==> src/rtl/instr_fetch_unit.sv <==
// Instruction fetch producer for the dual-lane instruction queue. Each request fetches the
// words at PC and PC+4. Per-lane credits keep the queue lanes from overflowing.
module instr_fetch_unit #(
   parameter int          QUEUE_DEPTH = 16,
   parameter logic [31:0] RESET_PC    = 32'h0
) (
   input  logic                               clk,
   input  logic                               reset,
   input  logic                               stall,
   input  logic                               redirect_valid,
   input  logic [31:0]                        redirect_pc,
   output logic                               imem_req,
   output logic [31:0]                        imem_addr,
   input  logic                               imem_gnt,
   input  logic                               imem_rvalid,
   input  logic [31:0]                        imem_rdata1,
   input  logic [31:0]                        imem_rdata2,
   output logic [31:0]                        instruction_1,
   output logic [31:0]                        instruction_2,
   output logic                               instruction1_valid,
   output logic                               instruction2_valid,
   input  logic                               instr_1_pop,
   input  logic                               instr_2_pop,
   output logic [31:0]                        fetch_pc,
   output logic [1:0]                         fsm_state,
   output logic [$clog2(QUEUE_DEPTH+1)-1:0]   occ1,
   output logic [$clog2(QUEUE_DEPTH+1)-1:0]   occ2
);

   localparam int OW = $clog2(QUEUE_DEPTH + 1);

   typedef enum logic [1:0] {IDLE = 2'd0, HOLD = 2'd1, REQ = 2'd2, WAIT = 2'd3} state_t;

   state_t      state;
   logic [31:0] pc;
   logic        drop;
   logic [31:0] redir_pc;
   logic [31:0] pc_target;
   logic        credit_ok;
   logic        go;
   logic        grant;
   logic        rsp;
   logic        release_c;

   // Handshake: a request is transferred on a cycle where imem_req && imem_gnt; imem_req and
   // imem_addr are held unchanged until then, except that a redirect retargets imem_addr.
   // Each transfer yields exactly one later imem_rvalid cycle; pushes are single-cycle strobes.
   assign redir_pc  = {redirect_pc[31:2], 2'b00};
   assign pc_target = redirect_valid ? redir_pc : pc;
   assign credit_ok = (occ1 < OW'(QUEUE_DEPTH)) && (occ2 < OW'(QUEUE_DEPTH));
   assign go        = credit_ok && !stall;
   assign grant     = (state == REQ) && imem_gnt;
   assign rsp       = (state == WAIT) && imem_rvalid;
   assign release_c = rsp && (drop || redirect_valid);
   assign fetch_pc  = pc;
   assign fsm_state = state;

   // Release from a dropped response is applied before a pop so a pop never underflows.
   function automatic logic [OW-1:0] occ_next(input logic [OW-1:0] occ, input logic inc,
                                              input logic rel, input logic pop);
      logic [OW-1:0] n;
      n = occ;
      if (rel) n = n - OW'(1);
      if (pop && (n != '0)) n = n - OW'(1);
      if (inc) n = n + OW'(1);
      return n;
   endfunction

   always_ff @(posedge clk) begin
      if (!reset) begin
         state              <= IDLE;
         pc                 <= RESET_PC;
         drop               <= 1'b0;
         imem_req           <= 1'b0;
         imem_addr          <= RESET_PC;
         instruction_1      <= '0;
         instruction_2      <= '0;
         instruction1_valid <= 1'b0;
         instruction2_valid <= 1'b0;
         occ1               <= '0;
         occ2               <= '0;
      end else begin
         occ1               <= occ_next(occ1, grant, release_c, instr_1_pop);
         occ2               <= occ_next(occ2, grant, release_c, instr_2_pop);
         instruction1_valid <= 1'b0;
         instruction2_valid <= 1'b0;
         case (state)
            IDLE, HOLD: begin
               pc <= pc_target;
               if (go) begin
                  state     <= REQ;
                  imem_req  <= 1'b1;
                  imem_addr <= pc_target;
               end else begin
                  state <= HOLD;
               end
            end
            REQ: begin
               if (imem_gnt) begin
                  state    <= WAIT;
                  imem_req <= 1'b0;
                  drop     <= redirect_valid;
                  pc       <= redirect_valid ? redir_pc : pc + 32'd8;
               end else if (redirect_valid) begin
                  pc        <= redir_pc;
                  imem_addr <= redir_pc;
               end
            end
            WAIT: begin
               if (imem_rvalid) begin
                  if (!drop && !redirect_valid) begin
                     instruction_1      <= imem_rdata1;
                     instruction_2      <= imem_rdata2;
                     instruction1_valid <= 1'b1;
                     instruction2_valid <= 1'b1;
                  end
                  drop <= 1'b0;
                  pc   <= pc_target;
                  if (go) begin
                     state     <= REQ;
                     imem_req  <= 1'b1;
                     imem_addr <= pc_target;
                  end else begin
                     state <= HOLD;
                  end
               end else if (redirect_valid) begin
                  drop <= 1'b1;
                  pc   <= redir_pc;
               end
            end
            default: state <= IDLE;
         endcase
      end
   end

endmodule
==> config.mk <==
export PLATFORM = sky130hd
export DESIGN_NAME = instr_fetch_unit
export DESIGN_NICKNAME = d
export VERILOG_FILES = /design/src/rtl/instr_fetch_unit.sv
export SDC_FILE = /design/constraint.sdc
export NUM_CORES = 1
export LEC_CHECK = 0
export ABC_AREA = 1
export CAP_MARGIN = 10
export CELL_PAD_IN_SITES_DETAIL_PLACEMENT = 1
export CELL_PAD_IN_SITES_GLOBAL_PLACEMENT = 1
export CORE_ASPECT_RATIO = 0.7
export CORE_MARGIN = 5
export CORE_UTILIZATION = 33
export CTS_BUF_LIST = sky130_fd_sc_hd__clkbuf_16
export CTS_CLUSTER_DIAMETER = 50
export DETAILED_ROUTE_END_ITERATION = 10
export PLACE_DENSITY_LB_ADDON = 0.08
export SLEW_MARGIN = 5
export SYNTH_ARGS = -nofsm -noshare
export SYNTH_HDL_FRONTEND = slang
export SYNTH_SLANG_ARGS = --single-unit
==> constraint.sdc <==
create_clock -name clk -period 4.1 [get_ports clk]
set_input_delay 0.615 -clock clk [delete_from_list [all_inputs] [get_ports clk]]
set_output_delay 0.615 -clock clk [all_outputs]
set_load 0.02 [all_outputs]
## After elaboration in Yosys (flattened, before gate mapping)

Cells that the tools add are included.

| storage, ports and cells | value |
|---|---|
| register bits after elaboration | 143 |
| bits in latches | 0 |
| memory bits (writable) | 0 |
| memory bits (read-only) | 0 |
| input bits | 104 |
| logic and storage cells | 82 |
| memories | 0 |

| cells by class | value |
|---|---|
| add/sub/neg operators | 7 |
| multipliers | 0 |
| div/mod/pow operators | 0 |
| order comparisons | 2 |
| equal/unequal tests | 8 |
| shifts and indexed selects | 0 |
| mux-type cells | 32 |
| bitwise operators | 0 |
| reduce and logical (&&, ||, !) cells | 23 |

Operators by type and width:

| operator | number |
|---|---|
| 2-to-1 mux 32 bit | 7 |
| one-hot mux 32 bit (3 select lines) | 1 |
| one-hot mux 32 bit (2 select lines) | 1 |
| 2-to-1 mux 5 bit | 10 |
| adder 32 x 4 -> 32 bit, second input constant | 1 |
| subtractor 5 x 1 -> 5 bit, second input constant | 4 |
| AND reduction 3 bit | 4 |
| adder 5 x 1 -> 5 bit, second input constant | 2 |
| less-than comparator 5 bit, second input constant | 2 |
| nonzero test 5 bit | 2 |
| logical AND 1 bit | 8 |
| != test 2 bit, second input constant | 4 |
| 2-to-1 mux 1 bit | 7 |
| 2-to-1 mux 2 bit | 3 |
| one-hot mux 2 bit (3 select lines) | 1 |
| equality test 2 bit, second input constant | 2 |
| logical NOT 1 bit | 3 |
| != test 3 bit, second input constant | 1 |
| one-hot mux 1 bit (3 select lines) | 1 |
| OR reduction 3 bit | 1 |
| equality test 2 x 1 -> 1 bit, second input constant | 1 |
| logical NOT 2 bit | 1 |
| one-hot mux 1 bit (2 select lines) | 1 |
| AND reduction 2 bit | 1 |
| 3 further kinds | 3 |

## Depth between registers and ports, before layout

Gate-level depths: netlist of the first run.

| logic depth | value |
|---|---|
| depth in word-level cells | 11 |
| depth in mapped cells | 19 |
| depth with buffers taken out | 19 |

## Worst setup path before layout of the first run

No wires, ideal clock.

| timing path | value |
|---|---|
| path type | input-to-reg |
| from | input imem_rvalid |
| to | register occ1[3] |
| arrival time | 2.295 ns |
| setup slack | 1.690 ns |
| stages on the path | 16 |
| path through | nand3_2 -> nor2_4 -> buf_12 -> xor2_2 -> ha_1 -> inv_1 -> nor2_1 -> nand3_4 -> nand2_4 -> nand2_2 -> o21ai_2 -> inv_1 -> nand2_2 -> nor2_4 -> nor2_1 -> nor2_1 |

| between the ends | value |
|---|---|
| cells in the longest elaborated chain, start to end | 10 |
| elaborated cells on any way between the ends | 11 |
| classes of those cells | add/sub: 2; mux: 5; reduce/logical: 4 |

RTL lines:

| what | RTL line | RTL |
|---|---|---|
| start: declaration | 15 | `input logic imem_rvalid,` |
| logical AND 1 bit * | 53 | `assign rsp = (state == WAIT) && imem_rvalid;` |
| logical AND 1 bit * | 54 | `assign release_c = rsp && (drop \|\| redirect_valid);` |
| 2-to-1 mux 5 bit * | 63 | `if (rel) n = n - OW'(1);` |
| 2-to-1 mux 5 bit * | 70 | `if (!reset) begin` |
| branches (longest 2 deep; another with subtractor 5 x 1 -> 5 bit) | -- |  |
| 2-to-1 mux 5 bit * | 64 | `if (pop && (n != '0)) n = n - OW'(1);` |
| 2-to-1 mux 5 bit * | 70 |  |
| adder 5 x 1 -> 5 bit | 65 | `if (inc) n = n + OW'(1);` |
| 2-to-1 mux 5 bit * | 65 |  |
| end signal: assignment | 83 | `occ1 <= occ_next(occ1, grant, release_c, instr_1_pop);` |
| end: declaration | 26 | `output logic [$clog2(QUEUE_DEPTH+1)-1:0] occ1,` |

Mark *: on every way between the ends. The select of a mux whose other input is x is not followed.
A chain may end at the register's enable or synchronous reset.

## Worst setup path in the final report of the first run

Ends and elaborated chain as after synthesis.

==> metrics.md, run 1 <==
| Metric | Value |
|---|---|
| Status | `finished, final reports clean` |
| Vias in the first global route | `7237` |
| Worst slew margin | `37.33%` |
| CTS tree | `yes` |
| Period utilisation layout | `71.78%` |
| Combinational share of power | `39.9%` |
| Sequential power share | `32.3%` |
| Number of inserted diodes | `0` |
| Postcts setup bufs | `0` |
| Resized cells post-CTS | `0` |
| Post-DR vias/cell | `4.844` |
| CP startpoint kind | `input pin` |
| Leak pwr | `0.004105 µW` |
| Worst-path cell chain | `clkdlybuf4s50_1, nand3_2, nor2_4, xor2_2, ha_1, inv_1, nor2_1, nand3_4, nand2_4, nand2_2, o21ai_2, inv_1, nand2_2, nor2_4, nor2_1, nor2_1` |
| Least-Margin Pin Slew | `0.9391 ns` |
| RSZ-0062 raised after global routing | `no` |
| Die width | `179.9 µm` |
| First-pass GRT wire length | `39600 µm` |
| Synth Area in XOR/XNOR | `1.051%` |
| Htree depth | `4` |
| Mean Syn Cell Area | `6.981 µm²` |
| Max IR drop VDD | `239.8 µV` |
| Layout Nets | `1287` |
| Cts hold-fix bufs | `0` |
| Worst skew pair latency | `0.43 ns` |
| Compound-cell area share of the yosys netlist | `17.72%` |
| Maxcap violations | `0` |
| Clock network power share | `27.9%` |
| I/O Buffers | `244` |
| Layout cells sized above 1 | `7.149%` |
| CP delay by family, top | `simple AND/OR/NAND/NOR gates` |
| Largest family of logic cells by synthesized area | `simple AND/OR/NAND/NOR gates` |
| Seq/Total Area, Yosys | `42.94%` |
| Sink Count | `143` |
| Root buffer cell | `clkbuf_16` |
| Kind of critical path | `input pin to flop` |
| Die Y | `128.9 µm` |
| Netlist cell types | `45` |
| Gpl congestion | `0.8342` |
| Ys flop type | `dfxtp_1` |
| Switching power | `2188 µW` |
| Fin. Hold Viols | `0` |
| Setup_tns | `0 ns` |
| Simple-gate share of the synthesized area | `28.45%` |
| Yosys top cell area share | `42.94%` |
| Max Fclk | `0.3398 GHz` |
| WP buf/inv | `3` |
| Slowest CP cell | `clkdlybuf4s50_1` |
| Post-synthesis mux area share | `0.4505%` |
| Critical Path RT | `4.41 ns` |
| Final Skew | `0.01549 ns` |
| Post-DP HPWL | `17900 µm` |
| Tightest Hold Check Type | `flop to flop` |
| Remaining Overflow, GRT | `0` |
| CP Max Fanout | `13` |
| Cell Pwr Density | `562.5 nW/µm²` |
| CP Capture Type | `flop` |
| I/O Pins | `247` |
| Final Max Tran Viols | `0` |
| Max incr delay on CP | `0.52 ns` |
| # DRC | `0` |
| Post-synth EDFFs | `0` |
| Iteration-0 DRC Markers | `404` |
| Wirelength per Cell | `16.99 µm` |
| Switch share | `39.42%` |
| Tot Pwr | `5550 µW` |
| Post-Synth Adder-Cell Area | `1.314%` |
| GRT Util Overall | `21.23%` |
| Cell Rows | `43` |
| Worst endpoint data arrival time | `3.26 ns` |
| Initial DRT Pass Iterations | `5` |
| Routed vias | `7068` |
| Worst-path clk slew | `0.06 ns` |
| Ranking of synthesized cells by area | `dfxtp_1 43%, nor2_1 10%, nand2_1 10%, o21ai_0 9.6%, inv_1 4.4%` |
| Post-Syn Nets | `1066` |
| Critical path's most frequent cell | `nor2_1` |
| Reg2reg setup slack | `1.31 ns` |
| Area Growth Syn to Fin | `48.01%` |
| Gate count of the mapped netlist | `955` |
| Internal Pwr Total | `3362 µW` |
| FFs w/ async S/R, synth | `0%` |
| Initial antenna violation count | `1` |
| Final setup fails | `0` |
| Cell taking the most area after synthesis | `dfxtp_1` |
| ANT nets after route | `0` |
| Yosys warns | `0` |
| Bufs on Longest Clock Path | `2` |
| Starting Density | `33.58%` |
| DRT Wirelength | `24790 µm` |
| Mapped cell area | `6666 µm²` |
| Cts bufs inserted | `17` |
| Synthesized flop and latch total | `143` |
| Largest net degree at the start of global routing | `66` |
| Full die area | `23190 µm²` |
| Core Box Area | `19850 µm²` |
| Crit path time final | `2.943 ns` |
==> cells in the final DEF, fill, tap and decap left out, types with 23 or more instances in the layout <==
cell type	instances
a21oi_1	37
clkdlybuf4s50_1	242
inv_1	78
dfxtp_1	143
o21ai_0	128
nand3_1	24
nor2_1	182
nand2_1	180
a31oi_1	23
==> area by class of cell <==
cell class | count | area [µm²]
fillers | 2445 | 9986
multi-input cells | 676 | 3273
flip-flops and latches | 143 | 2863
repair buffers | 252 | 2495
clock buffers | 17 | 425.4
well taps | 270 | 337.8
inverters | 86 | 322.8
clock inverters | 15 | 150.1
==> metal layers <==
| metal | share of wire, % | vias up | wire length (µm) | global-route usage [%] |
|---|---|---|---|---|
| li1 | - | 3556 | - | - |
| met1 | 46 | 3321 | 11490 | 27.07 |
| met3 | 8.8 | 18 | 2186 | 8.873 |
| met2 | 44 | 171 | 10880 | 33.95 |
| met4 | 0.90 | 2 | 222 | 4.747 |
| met5 | 0.040 | - | 10 | 0 |
==> tightest hold or removal path: stages, from the launching register on <==
cell     delay (ns)
dfxtp_1        0.31
nand2_1        0.07
nor2_1         0.04
==> Yosys cell counts, types with 3 or more instances <==
cell,count
inv_2,7
nor2_4,3
o21ai_0,128
a21oi_1,37
o21ai_1,6
xor2_1,3
nand3_1,24
nand2_4,3
nand4_1,9
nor3_1,17
nand2_2,9
nor2_1,183
dfxtp_1,143
mux2i_1,3
inv_1,79
clkbuf_1,40
ha_1,7
o21ai_2,3
nand3_2,4
buf_2,5
nor2_2,5
nand2_1,180
a211oi_1,6
a31oi_1,23
==> power by group through the flow <==
| stage | Sequential, µW | Combinational [µW] | Clock (µW) |
|---|---|---|---|
| CTS | 1790 | 2240 | 1590 |
| finish | 1790 | 2210 | 1550 |
| global placement | 1810 | 2180 | 0 |
| detailed placement | 1820 | 2220 | 0 |
| floorplan | 2070 | 1070 | 0 |
| global route | 1820 | 2440 | 1640 |
==> metrics by stage <==
step                cells  worst slack [ns]  utilization, %  hold slack (ns)  area, µm²
floorplan             955             1.690               -           0.5261       6666
global placement     1427            0.8223           46.80           0.4454       9291
detailed placement   1427            0.7732           46.80           0.4503       9291
CTS                  1459             1.165           49.70           0.4618       9867
global route         1459            0.9542           49.70           0.4852       9867
finish               1459             1.157           49.70           0.4548       9867
==> cells by family (layout without fill, tap and decap cells) <==
| family | count (synthesis) | after routing |
|---|---|---|
| mux | 3 | 3 |
| flops | 143 | 143 |
| fa+ha+maj | 7 | 7 |
| simple gates | 445 | 445 |
| xor+xnor | 5 | 5 |
| buf+inv | 136 | 370 |
| compound gates | 216 | 216 |
==> flip-flops by register name, summed over array words and instances (netlist names) <==
name and cells:
fetch_pc 32, imem_addr 32, instruction_1 32, instruction_2 32, occ1 5, occ2 5
fsm_state 2, drop 1, imem_req 1, instruction2_valid 1
==> path summary, 6_finish.rpt <==
| path | cells after the start | endpoint | startpoint |
|---|---|---|---|
| setup reg to reg | 12 | fetch_pc[24] | fsm_state[1] |
| hold reg to reg | 2 | fetch_pc[1] | fetch_pc[1] |
| hold / removal | 2 | fetch_pc[1] | fetch_pc[1] |
| setup / recovery | 16 | occ1[3] | imem_rvalid |
No activity file was read; power rests on OpenSTA's default activity.
==> run 2, diff against run 1 <==
--- a/config.mk
+++ b/config.mk
@@ -11,7 +11,7 @@
 export CELL_PAD_IN_SITES_GLOBAL_PLACEMENT = 1
 export CORE_ASPECT_RATIO = 0.7
 export CORE_MARGIN = 5
-export CORE_UTILIZATION = 33
+export CORE_UTILIZATION = 28
 export CTS_BUF_LIST = sky130_fd_sc_hd__clkbuf_16
 export CTS_CLUSTER_DIAMETER = 50
 export DETAILED_ROUTE_END_ITERATION = 10
==> constraint.sdc (replaced) <==
create_clock -name clk -period 2.5 [get_ports clk]
set_input_delay 0.375 -clock clk [delete_from_list [all_inputs] [get_ports clk]]
set_output_delay 0.375 -clock clk [all_outputs]
set_load 0.02 [all_outputs]
==> run 2 against run 1 <==
Clock skew decreased by 0.0067 ns. Total power increased by 76%. Worst hold slack got worse by 0.12 ns. Register-to-register slack got worse by 1.0 ns. Cell count increased by 5.6%. Global-route usage decreased by 2.4 points. Critical path type unchanged. Critical endpoint is now occ2[4]. Largest cell class unchanged. Largest power group unchanged.
==> metrics.md, run 2 (same netlist as run 1, synthesis figures left out) <==
| Metric | Value |
|---|---|
| Worst-path cell chain | `clkdlybuf4s50_1, buf_4, inv_1, nor2_2, nand2_1, nand2_1, nand2_1, inv_1, ha_1, inv_1, nor2_2, nand3_4, nand2_4, inv_2, nand2_1, nand2_1, nor2_2, nand2_2, nand2_1, nand2_1, nor2_1` |
| Tightest Hold Check Type | `input pin to flop` |
| Least-Margin Pin Slew | `0.6003 ns (-0.3388 ns)` |
| First-pass GRT wire length | `41040 µm (+3.6%)` |
| Vias in the first global route | `7238 (+0.014%)` |
| Max IR drop VDD | `481.9 µV (+100%)` |
| Cell Pwr Density | `945.7 nW/µm² (+68%)` |
| Cts hold-fix bufs | `0 (unchanged)` |
| Layout cells sized above 1 | `9.902% (+2.8 points)` |
| Clock network power share | `29.4% (+1.5 points)` |
| Final Max Tran Viols | `0 (unchanged)` |
| CP startpoint kind | `input pin` |
| Hold slack | `0.3364 ns (-0.1183 ns)` |
| CP Max Fanout | `5 (-8)` |
| Bufs on Longest Clock Path | `2 (unchanged)` |
| Worst endpoint data arrival time | `2.62 ns (-0.64 ns)` |
| Worst slew margin | `59.67% (+22 points)` |
| Switch share | `37.07% (-2.3 points)` |
| Worst-path clk slew | `0.06 ns (about the same)` |
| Routed vias | `7196 (+1.8%)` |
| Layout Nets | `1320 (+2.6%)` |
| Period utilisation layout | `90.35%` |
| # DRC | `0 (unchanged)` |
| Critical Path RT | `2.86 ns (-1.55 ns)` |
| Maxcap violations | `0 (unchanged)` |
| Core Box Area | `23520 µm² (+18%)` |
| Reg2reg setup slack | `0.29 ns (-1.02 ns)` |
| Commonest non-fill, non-tap cell in the layout | `clkdlybuf4s50_1` |
| Max Fclk | `0.4427 GHz` |
| CP Capture Type | `flop` |
| Slowest CP cell | `clkdlybuf4s50_1` |
| Worst skew pair latency | `0.43 ns (about the same)` |
| Sink Count | `143 (unchanged)` |
| Largest net degree at the start of global routing | `105 (+59%)` |
| Core Util, Final | `43.86% (-5.8 points)` |
| I/O Buffers | `244 (unchanged)` |
| Cts bufs inserted | `17 (unchanged)` |
| Crit path time final | `2.259 ns` |
| Final Cell Area | `10320 µm² (+4.6%)` |
| Leak pwr | `0.004324 µW (+5.3%)` |
| Kind of critical path | `input pin to flop` |
| Final setup fails | `0 (unchanged)` |
| I/O Pins | `247 (unchanged)` |
| Most frequent cells in the layout | `242 x clkdlybuf4s50_1, 180 x nor2_1, 179 x nand2_1` |
| Remaining Overflow, GRT | `0 (unchanged)` |
| ANT nets after route | `0 (unchanged)` |
| Initial antenna violation count | `2 (+1)` |
| CP delay by family, top | `simple AND/OR/NAND/NOR gates` |
| Root buffer cell | `clkbuf_16` |
| Post-DP HPWL | `18830 µm (+5.2%)` |
| Number of inserted diodes | `0 (unchanged)` |
| Status | `finished, final reports clean` |
| Max incr delay on CP | `0.52 ns (about the same)` |
| Placed Area | `9662 µm² (+4.0%)` |
| Die Y | `139.1 µm (+7.9%)` |
| Switching power | `3617 µW (+65%)` |
| Combinational share of power | `40.5% (+0.6 points)` |
| Wirelength per Cell | `16.86 µm (-0.75%)` |
| Final Skew | `0.008800 ns (-0.006686 ns)` |
| RSZ-0062 raised after global routing | `no` |
| CTS tree | `yes` |
| Fin. Hold Viols | `0 (unchanged)` |
| Full die area | `27040 µm² (+17%)` |
| Initial DRT Pass Iterations | `5 (unchanged)` |
| Die width | `194.4 µm (+8.1%)` |
| Sequential power share | `30.1% (-2.2 points)` |
| Internal Pwr Total | `6140 µW (+83%)` |
| Gpl congestion | `0.7826 (-6.2%)` |
| Critical path's most frequent cell | `nand2_1` |
| Htree depth | `4 (unchanged)` |
| WP buf/inv | `6 (+3)` |
| Starting Density | `28.34% (-5.2 points)` |
| GRT Util Overall | `18.86% (-2.4 points)` |
| Area Growth Syn to Fin | `54.77%` |
| DRT Wirelength | `25970 µm (+4.8%)` |
| Iteration-0 DRC Markers | `287 (-29%)` |
| Cell Rows | `47 (+9.3%)` |
| Post-DR vias/cell | `4.673 (-3.5%)` |
## run 2: cell types whose count changed in the layout (fill, tap and decap cells not counted), sizes merged
cell	change
inv	-4
bufinv	+4
buf	+33
## run 2: timing repair
| action | CTS | global route |
|---|---|---|
| setup endpoints to repair | 0 | 2 |
| gates resized for setup | 0 | 6 |
| setup buffers | 0 | 0 |
| endpoints found under the hold margin | 0 | 0 |
## run 2: metal layers
| layer | global-route usage [%] | wire length (µm) |
|---|---|---|
| met1 | 25.29 | 12430 |
| met2 | 28.69 | 11080 |
| met3 | 7.042 | 2082 |
| met4 | 4.993 | 340 |
| met5 | 0 | 29 |
## run 2: worst min-delay path, cell delays in order
cell,delay (ns)
buf_4,0.20
nand2_1,0.10
nor2_1,0.03
## run 2: layout make-up
cell class,count,area (µm²)
Clock buffer,17,425.4
Inverter,86,322.8
Multi-Input combinational cell,676,3281
Fill cell,2882,13210
Clock inverter,15,219.0
Timing Repair Buffer,285,2805
Sequential cell,143,2867
Tap cell,318,397.9
## run 2: power by group through the flow
| stage | sequential [µW] | clock [µW] | combinational [µW] |
|---|---|---|---|
| after detailed placement | 2990 | 0 | 3970 |
| after floorplan | 3400 | 0 | 1750 |
| after global routing | 3000 | 3030 | 4370 |
| after CTS | 2940 | 2940 | 4000 |
| after global placement | 2980 | 0 | 3920 |
| final | 2940 | 2860 | 3950 |
## run 2: path summary, 6_finish.rpt
| check | cells after the start | end | start |
|---|---|---|---|
| hold reg to reg | 2 | fetch_pc[1] | fetch_pc[1] |
| setup / recovery | 21 | occ2[4] | imem_rvalid |
| setup reg to reg | 10 | fetch_pc[31] | fetch_pc[3] |
| hold / removal | 3 | occ1[4] | reset |
## run 2: stage by stage
stage / total power [µW] / instances / setup WS, ns / TNS [ns]
final: 9757 / 1540 / 0.2413 / 0
after global routing: 10400 / 1540 / 0.003098 / 0
after CTS: 9885 / 1540 / 0.1436 / 0
after detailed placement: 6953 / 1508 / -0.2073 / -1.251
after global placement: 6904 / 1508 / -0.1412 / -0.6905
after floorplan: 5145 / 955 / 0.1414 / 0
==> run 3, diff against run 2 <==
--- a/config.mk
+++ b/config.mk
@@ -15,6 +15,7 @@
 export CTS_BUF_LIST = sky130_fd_sc_hd__clkbuf_16
 export CTS_CLUSTER_DIAMETER = 50
 export DETAILED_ROUTE_END_ITERATION = 10
+export GPL_ROUTABILITY_DRIVEN = 0
 export PLACE_DENSITY_LB_ADDON = 0.08
 export SLEW_MARGIN = 5
 export SYNTH_ARGS = -nofsm -noshare
==> constraint.sdc (replaced) <==
create_clock -name clk -period 2.5 [get_ports clk]
set_input_delay 0.375 -clock clk [delete_from_list [all_inputs] [get_ports clk]]
set_output_delay 0.375 -clock clk [all_outputs]
set_load 0.01 [all_outputs]
==> results of run 3 <==
Same layout as run 2 (identical final DEF). Status: finished, final reports clean.
Main changes from that run: total power 9757 µW -> 9469 µW; worst IR drop on VDD 481.9 µV -> 481.7 µV
